**src/rtl/decade_seq_ctrl_pkg.sv**
```systemverilog
// Shared types and constants for the cascaded BCD decade sequencer.
// Holds the FSM encoding, the BCD digit limit and the default digit count.
package decade_ctrl_pkg;

  localparam int NUM_DIGITS_DEF = 2;
  localparam logic [3:0] BCD_MAX = 4'd9;

  typedef enum logic [1:0] {
    ST_IDLE  = 2'd0,
    ST_RUN   = 2'd1,
    ST_PAUSE = 2'd2,
    ST_DONE  = 2'd3
  } state_e;

  function automatic logic nib_ok(
    input logic [3:0] n
  );
    return n <= BCD_MAX;
  endfunction

endpackage

```
**src/rtl/decade_seq_ctrl_if.sv**
```systemverilog
// Command, configuration and status bundle of the decade sequencer.
// The controller takes the slave side; the bus owner takes the master side.
interface decade_seq_ctrl_if
  import decade_ctrl_pkg::*;
#(
  parameter int NUM_DIGITS = NUM_DIGITS_DEF
) ();

  logic                    start;
  logic                    stop;
  logic                    clr;
  logic                    auto_reload;
  logic                    cfg_we;
  logic [4*NUM_DIGITS-1:0] term_bcd;
  logic [4*NUM_DIGITS-1:0] count_bcd;
  logic [1:0]              state;
  logic                    busy;
  logic                    done;
  logic                    cfg_err;

  modport master (
    output start,
    output stop,
    output clr,
    output auto_reload,
    output cfg_we,
    output term_bcd,
    input  count_bcd,
    input  state,
    input  busy,
    input  done,
    input  cfg_err
  );

  modport slave (
    input  start,
    input  stop,
    input  clr,
    input  auto_reload,
    input  cfg_we,
    input  term_bcd,
    output count_bcd,
    output state,
    output busy,
    output done,
    output cfg_err
  );

endinterface

```
**src/rtl/decade_seq_ctrl_digit.sv**
```systemverilog
// One synchronous BCD decade digit; steps when enabled and carried into,
// wraps 9 -> 0 and raises carry_out on that wrap.
module bcd_digit
  import decade_ctrl_pkg::*;
(
  input  logic       clk,
  input  logic       res,
  input  logic       clr,
  input  logic       en,
  input  logic       carry_in,
  output logic [3:0] q,
  output logic       carry_out
);

  logic [3:0] q_q;
  logic [3:0] q_d;
  logic       step;

  assign step = en & carry_in;

  always_comb begin
    q_d = q_q;
    if (clr) begin
      q_d = '0;
    end else if (step) begin
      q_d = (q_q == BCD_MAX) ? 4'd0 : q_q + 4'd1;
    end
  end

  always_ff @(posedge clk) begin
    if (res) begin
      q_q <= '0;
    end else begin
      q_q <= q_d;
    end
  end

  assign q         = q_q;
  assign carry_out = step & (q_q == BCD_MAX);

endmodule

```
**src/rtl/decade_seq_ctrl.sv**
```systemverilog
// Decade sequencer: run/pause/done FSM, terminal register and config check
// driving a carry-chained row of BCD digits.
module decade_seq_ctrl
  import decade_ctrl_pkg::*;
#(
  parameter int NUM_DIGITS = NUM_DIGITS_DEF
) (
  input  logic              clk,
  input  logic              res,
  decade_seq_ctrl_if.slave  bus
);

  localparam int W = 4 * NUM_DIGITS;

  state_e         state_q;
  state_e         state_d;
  logic [W-1:0]   term_q;
  logic [W-1:0]   term_d;
  logic [W-1:0]   cnt;
  logic           done_q;
  logic           done_d;
  logic           err_q;
  logic           err_d;
  logic           busy_q;
  logic           busy_d;
  logic           cnt_clr;
  logic           cnt_en;
  logic           match;
  logic           cfg_open;
  logic           term_ok;
  logic [NUM_DIGITS:0] carry;
  logic           unused_carry;

  assign match    = (cnt == term_q);
  assign cfg_open = (state_q == ST_IDLE) || (state_q == ST_DONE);

  always_comb begin
    term_ok = 1'b1;
    for (int i = 0; i < NUM_DIGITS; i++) begin
      if (!nib_ok(bus.term_bcd[4*i +: 4])) begin
        term_ok = 1'b0;
      end
    end
  end

  // Writes land only while no count is in flight; anything else is rejected.
  always_comb begin
    term_d = term_q;
    err_d  = 1'b0;
    if (bus.cfg_we) begin
      if (cfg_open && term_ok) begin
        term_d = bus.term_bcd;
      end else begin
        err_d = 1'b1;
      end
    end
  end

  always_comb begin
    state_d = state_q;
    cnt_clr = 1'b0;
    cnt_en  = 1'b0;
    done_d  = 1'b0;
    if (bus.clr) begin
      state_d = ST_IDLE;
      cnt_clr = 1'b1;
    end else begin
      unique case (state_q)
        ST_IDLE: begin
          if (bus.start) begin
            state_d = ST_RUN;
            cnt_clr = 1'b1;
          end
        end
        ST_RUN: begin
          // Stop outranks both a pending start and a terminal match.
          if (bus.stop) begin
            state_d = ST_PAUSE;
          end else if (match) begin
            done_d = 1'b1;
            if (bus.auto_reload) begin
              cnt_clr = 1'b1;
            end else begin
              state_d = ST_DONE;
            end
          end else begin
            cnt_en = 1'b1;
          end
        end
        ST_PAUSE: begin
          if (bus.start) begin
            state_d = ST_RUN;
          end
        end
        ST_DONE: begin
          if (bus.start) begin
            state_d = ST_RUN;
            cnt_clr = 1'b1;
          end
        end
        default: begin
          state_d = ST_IDLE;
          cnt_clr = 1'b1;
        end
      endcase
    end
    busy_d = (state_d == ST_RUN) || (state_d == ST_PAUSE);
  end

  always_ff @(posedge clk) begin
    if (res) begin
      state_q <= ST_IDLE;
      term_q  <= {NUM_DIGITS{BCD_MAX}};
      done_q  <= 1'b0;
      err_q   <= 1'b0;
      busy_q  <= 1'b0;
    end else begin
      state_q <= state_d;
      term_q  <= term_d;
      done_q  <= done_d;
      err_q   <= err_d;
      busy_q  <= busy_d;
    end
  end

  assign carry[0] = 1'b1;

  for (genvar g = 0; g < NUM_DIGITS; g++) begin : g_dig
    bcd_digit u_dig (
      .clk       (clk),
      .res       (res),
      .clr       (cnt_clr),
      .en        (cnt_en),
      .carry_in  (carry[g]),
      .q         (cnt[4*g +: 4]),
      .carry_out (carry[g+1])
    );
  end

  // The count never passes term, so the top digit's wrap goes nowhere.
  assign unused_carry = carry[NUM_DIGITS];

  assign bus.count_bcd = cnt;
  assign bus.state     = state_q;
  assign bus.busy      = busy_q;
  assign bus.done      = done_q;
  assign bus.cfg_err   = err_q;

endmodule

```
**src/flat_wrapper.sv**
```systemverilog
// flat-port wrapper written by rule: the top's interface ports become plain ports
module decade_seq_ctrl_flat import decade_ctrl_pkg::*;
#(
  parameter int NUM_DIGITS = NUM_DIGITS_DEF
)
  (clk, res, bus_start, bus_stop, bus_clr, bus_auto_reload, bus_cfg_we, bus_term_bcd, bus_count_bcd, bus_state, bus_busy, bus_done, bus_cfg_err);
  decade_seq_ctrl_if #(.NUM_DIGITS(NUM_DIGITS)) bus_i ();
  input  logic clk;
  input  logic res;
  input wire logic [$bits(bus_i.start)-1:0] bus_start;
  input wire logic [$bits(bus_i.stop)-1:0] bus_stop;
  input wire logic [$bits(bus_i.clr)-1:0] bus_clr;
  input wire logic [$bits(bus_i.auto_reload)-1:0] bus_auto_reload;
  input wire logic [$bits(bus_i.cfg_we)-1:0] bus_cfg_we;
  input wire logic [$bits(bus_i.term_bcd)-1:0] bus_term_bcd;
  output wire logic [$bits(bus_i.count_bcd)-1:0] bus_count_bcd;
  output wire logic [$bits(bus_i.state)-1:0] bus_state;
  output wire logic [$bits(bus_i.busy)-1:0] bus_busy;
  output wire logic [$bits(bus_i.done)-1:0] bus_done;
  output wire logic [$bits(bus_i.cfg_err)-1:0] bus_cfg_err;
  assign bus_i.start = bus_start;
  assign bus_i.stop = bus_stop;
  assign bus_i.clr = bus_clr;
  assign bus_i.auto_reload = bus_auto_reload;
  assign bus_i.cfg_we = bus_cfg_we;
  assign bus_i.term_bcd = bus_term_bcd;
  assign bus_count_bcd = bus_i.count_bcd;
  assign bus_state = bus_i.state;
  assign bus_busy = bus_i.busy;
  assign bus_done = bus_i.done;
  assign bus_cfg_err = bus_i.cfg_err;
  decade_seq_ctrl #(.NUM_DIGITS(NUM_DIGITS)) u_core (.clk(clk), .res(res), .bus(bus_i));
endmodule
```
**config.mk**
```make
export PLATFORM = sky130hd
export DESIGN_NAME = decade_seq_ctrl_flat
export DESIGN_NICKNAME = d
export VERILOG_FILES = /design/src/rtl/decade_seq_ctrl_pkg.sv /design/src/rtl/decade_seq_ctrl_if.sv /design/src/rtl/decade_seq_ctrl_digit.sv /design/src/rtl/decade_seq_ctrl.sv /design/src/flat_wrapper.sv
export SDC_FILE = /design/constraint.sdc
export NUM_CORES = 1
export LEC_CHECK = 0
export ABC_AREA = 1
export CAP_MARGIN = 20
export CORE_UTILIZATION = 30
export DETAILED_ROUTE_END_ITERATION = 16
export REMOVE_ABC_BUFFERS = 1
export SYNTH_ARGS = -nofsm -noshare
export SYNTH_HDL_FRONTEND = slang
export SYNTH_SLANG_ARGS = --single-unit
```
**constraint.sdc**
```tcl
create_clock -name clk -period 1.71 [get_ports clk]
set_input_delay 0.342 -clock clk [delete_from_list [all_inputs] [get_ports clk]]
set_output_delay 0.342 -clock clk [all_outputs]
set_load 0.03 [all_outputs]
```
==> summary.md, run 1 <==
| Metric | Value |
|---|---|
| Syn Std Cell Area | approximately 1200 um2 |
| Clk_skew | 0.00159 ns |
| End-of-flow core utilization | 42.7% |
| Final instance area | approximately 1600 um2 |
| Total global routing overflow | 0 |
| Clock tree root buffer cell | clkbuf_8 |
| Areal power density over the cells | about 630 nW/um2 |
| Transition at the pin with the smallest max-transition slack | 0.314 ns |
| Fill cell count | 403 |
| Instance area after placement | about 1500 um2 |
| Synthesized area per cell | a little under 7 um2 |
| CP Buf/Inv Count | 1 |
| Insertion delay of the later-clocked pin in the worst-skew pair | 0.26 ns |
| Portion of the post-synthesis area used by sequential elements | a little over a third |
| Port bufs | 27 |
| DR vias | between 1000 and 1500 |
| Synth-to-Final Area Change | 34.9% |
| Final cell count without fillers | 255 |
| Number of clock sinks | 21 |
| CTS tree | done |
| Layout cell share with drive strength beyond 1 | between 10% and 20% |
| Global router's overall resource usage | 13.5% |
| Top-level I/O count | 28 |
| # H-tree levels | 1 |
| DR pass1 iterations | 4 |
| Number of clock buffers inserted by TritonCTS | 3 |
| Post-route clock period utilization | between 90% and 100% |
| Count of final max-slew check failures | 0 |
| Largest cells by area after synthesis | dfxtp_1 36%, nand2_1 16%, inv_1 7.3%, nor2_1 7.0%, xnor2_1 4.5% |
| Number of nets still failing antenna checks after routing | 0 |
| Initial antenna violation count | 0 |
| Number of setup buffers added after CTS | 0 |
| Number of design rule violations left after detail routing | 0 |
| Cell family with the largest share of critical-path delay | buffers and inverters |
| Floorplan row count | 22 |
| Effective utilization at floorplan | a little under a third |
| GPL Wtd Cong | 0.780 |
| Setup violation total in the final timing report | 0 |
| Cells traversed along the worst timing path | clkdlybuf4s50_1 |
| Endpoint required time on the critical path | about 1.4 ns |
| Leakage power figure | just over 0.7 nW |
| Number of distinct library cells after synthesis | 27 |
| Setup repair after global routing missed its margin | no |
| Max-Cap Viols | 0 |
| Proportion of netlist area held by the largest area contributor | 35.7% |
| Master of the slowest instance on the critical path | clkdlybuf4s50_1 |
| Wire length reported by the detailed router | about 2400 um |
| Kind of launch point of the worst setup path | register |
| Inserted Diodes | 0 |
| DRC marker count from the first detailed-route iteration | 25 |
| Max-slew headroom at the worst pin | just under 80% |
| Highest clock frequency the design can meet | 617 MHz |
| Worst setup path category | reg2out |
| Post-Route Setup TNS | 0 ns |
| Flip-flop and latch count after synthesis | 21 |
| Minimum clock period | between 1.5 and 2 ns |
| Via count of the first global-routing pass | about 970 |
| Hold violation total from the final report | 0 |
| Pin count of the biggest net entering global routing | 12 |
| Ratio of routed vias to standard cells | ~4.3 |
| Max IR drop VDD | roughly 0.34 mV |
| Worst hold path type | reg2reg |
| Wire length of the first global-routing pass | around 4300 um |
| Clock Tree Buf Depth | 2 |
| Final Hold Slack | between 0.4 and 0.5 ns |
| Arrival time reported for the critical path endpoint | 1.28 ns |
| Die area | 4180 um2 |
| Outcome | completed |
| Dominant cell type by area after synthesis | dfxtp_1 |
| Core box area | approximately 3700 um2 |
| Final net count | roughly 230 |
| Number of warning messages in the yosys log | 0 |
| Kind of capture point of the worst setup path | output pin |
| Die W | about 65 um |
| Synthesized instance count | 171 |
| Post-placement cell count | 251 |
| Worst-path fanout max | 4 |
| Detailed-placement wirelength estimate | roughly 2000 um |
| Clock edge transition at the registers on the reported setup and hold paths | 0.07 ns |
| Height of the die | roughly 65 um |
| Post-DR wirelength/cell | between 9 and 10 um |
| Max stage delay on crit path | around 0.67 ns |
[per-layer routing]
metal,vias up,routed length [um],track usage [%]
met5,-,0,0
met4,0,63,7.50
met3,5,65,2.11
met2,20,1050,20.4
met1,474,1250,18.2
li1,604,-,-
[synth_stat cells]
library cell  number
nand2_1           49
inv_1             23
nor2_1            22
dfxtp_1           21
nand3_1            9
o21ai_0            7
xnor2_1            6
nor2_2             5
a21oi_1            3
ha_1               3
o211ai_1           3
xor2_1             3
clkinv_1           2
o21ai_1            2
a21boi_0           1
a31oi_1            1
inv_2              1
nand2_2            1
nand2_4            1
nand3_2            1
nand3_4            1
nand3b_4           1
nand4_1            1
nor2_4             1
nor3_1             1
o21a_1             1
o21ai_2            1
[report_power, final]
part           internal, mW  total (mW)  switching, mW
sequential            0.508       0.519         0.0113
combinational        0.0763       0.156         0.0792
clock                 0.166       0.326          0.160
[final timing paths]
path	from	endpoint	slack, ns	cells past startpoint
min	u_core.term_q[1]	u_core.term_q[1]	0.50	2
min reg2reg	u_core.term_q[1]	u_core.term_q[1]	0.50	2
max reg2reg	u_core.g_dig[0].u_dig.q[2]	u_core.g_dig[0].u_dig.q[1]	0.22	8
max	u_core.bus.state[0]	bus_state[0]	0.09	1
[cell families after synthesis]
family	count (synthesis)	share of synthesized area, %
xor gates and xnor gates	9	6.70
buffers and inverters	26	8.29
DFF	21	35.7
AOI/OAI and AO/OA	19	9.56
and+or+nand+nor	93	36.6
adders and majority gates	3	3.19
[layout make-up]
| cell class | count | area [um2] | area share, % |
|---|---|---|---|
| multi-input combinational | 124 | 659 | 41.5 |
| clock buffer | 4 | 45.0 | 2.84 |
| sequential | 21 | 422 | 26.6 |
| tap | 48 | 60.1 | 3.78 |
| inverter | 26 | 101 | 6.38 |
| timing repair buffer | 32 | 300 | 18.9 |
[flip-flops by register name (all words and copies together) (netlist names)]
name                  cells
u_core.g_dig.u_dig.q      8
u_core.bus.done           1
u_core.term_q             8
u_core.bus.cfg_err        1
u_core.bus.state          2
u_core.bus.busy           1
[layout by cell type (no fill, tap or decap), types with 5 or more instances in the layout]
cell type,instances
buf_4,5
clkdlybuf4s50_1,18
dfxtp_1,20
dlygate4sd2_1,8
inv_1,23
nand2_1,49
nand3_1,9
nor2_1,22
nor2_2,5
o21ai_0,7
xnor2_1,6
[stage by stage]
step,setup slack (ns),total power [mW]
global route,0.0431,1.05
floorplan,0.00697,0.616
detailed placement,0.0353,0.688
global placement,0.0336,0.686
CTS,0.0186,1.01
finish,0.0894,1.00
[repair_timing]
item | 4_1_cts | 5_1_grt
endpoints found under the setup margin | 8 | 6
resized for setup | 8 | 3
hold buffers | 0 | 0
(Power assumes the default switching activity.)
==> run 2: changes to the inputs <==
--- a/config.mk
+++ b/config.mk
@@ -6,6 +6,7 @@
 export NUM_CORES = 1
 export LEC_CHECK = 0
 export ABC_AREA = 1
+export ABC_CLOCK_PERIOD_IN_PS = 1710
 export CAP_MARGIN = 20
 export CORE_UTILIZATION = 30
 export DETAILED_ROUTE_END_ITERATION = 16
==> results of run 2 <==
Same layout as run 1: the final DEF is identical, and so are final timing and power.
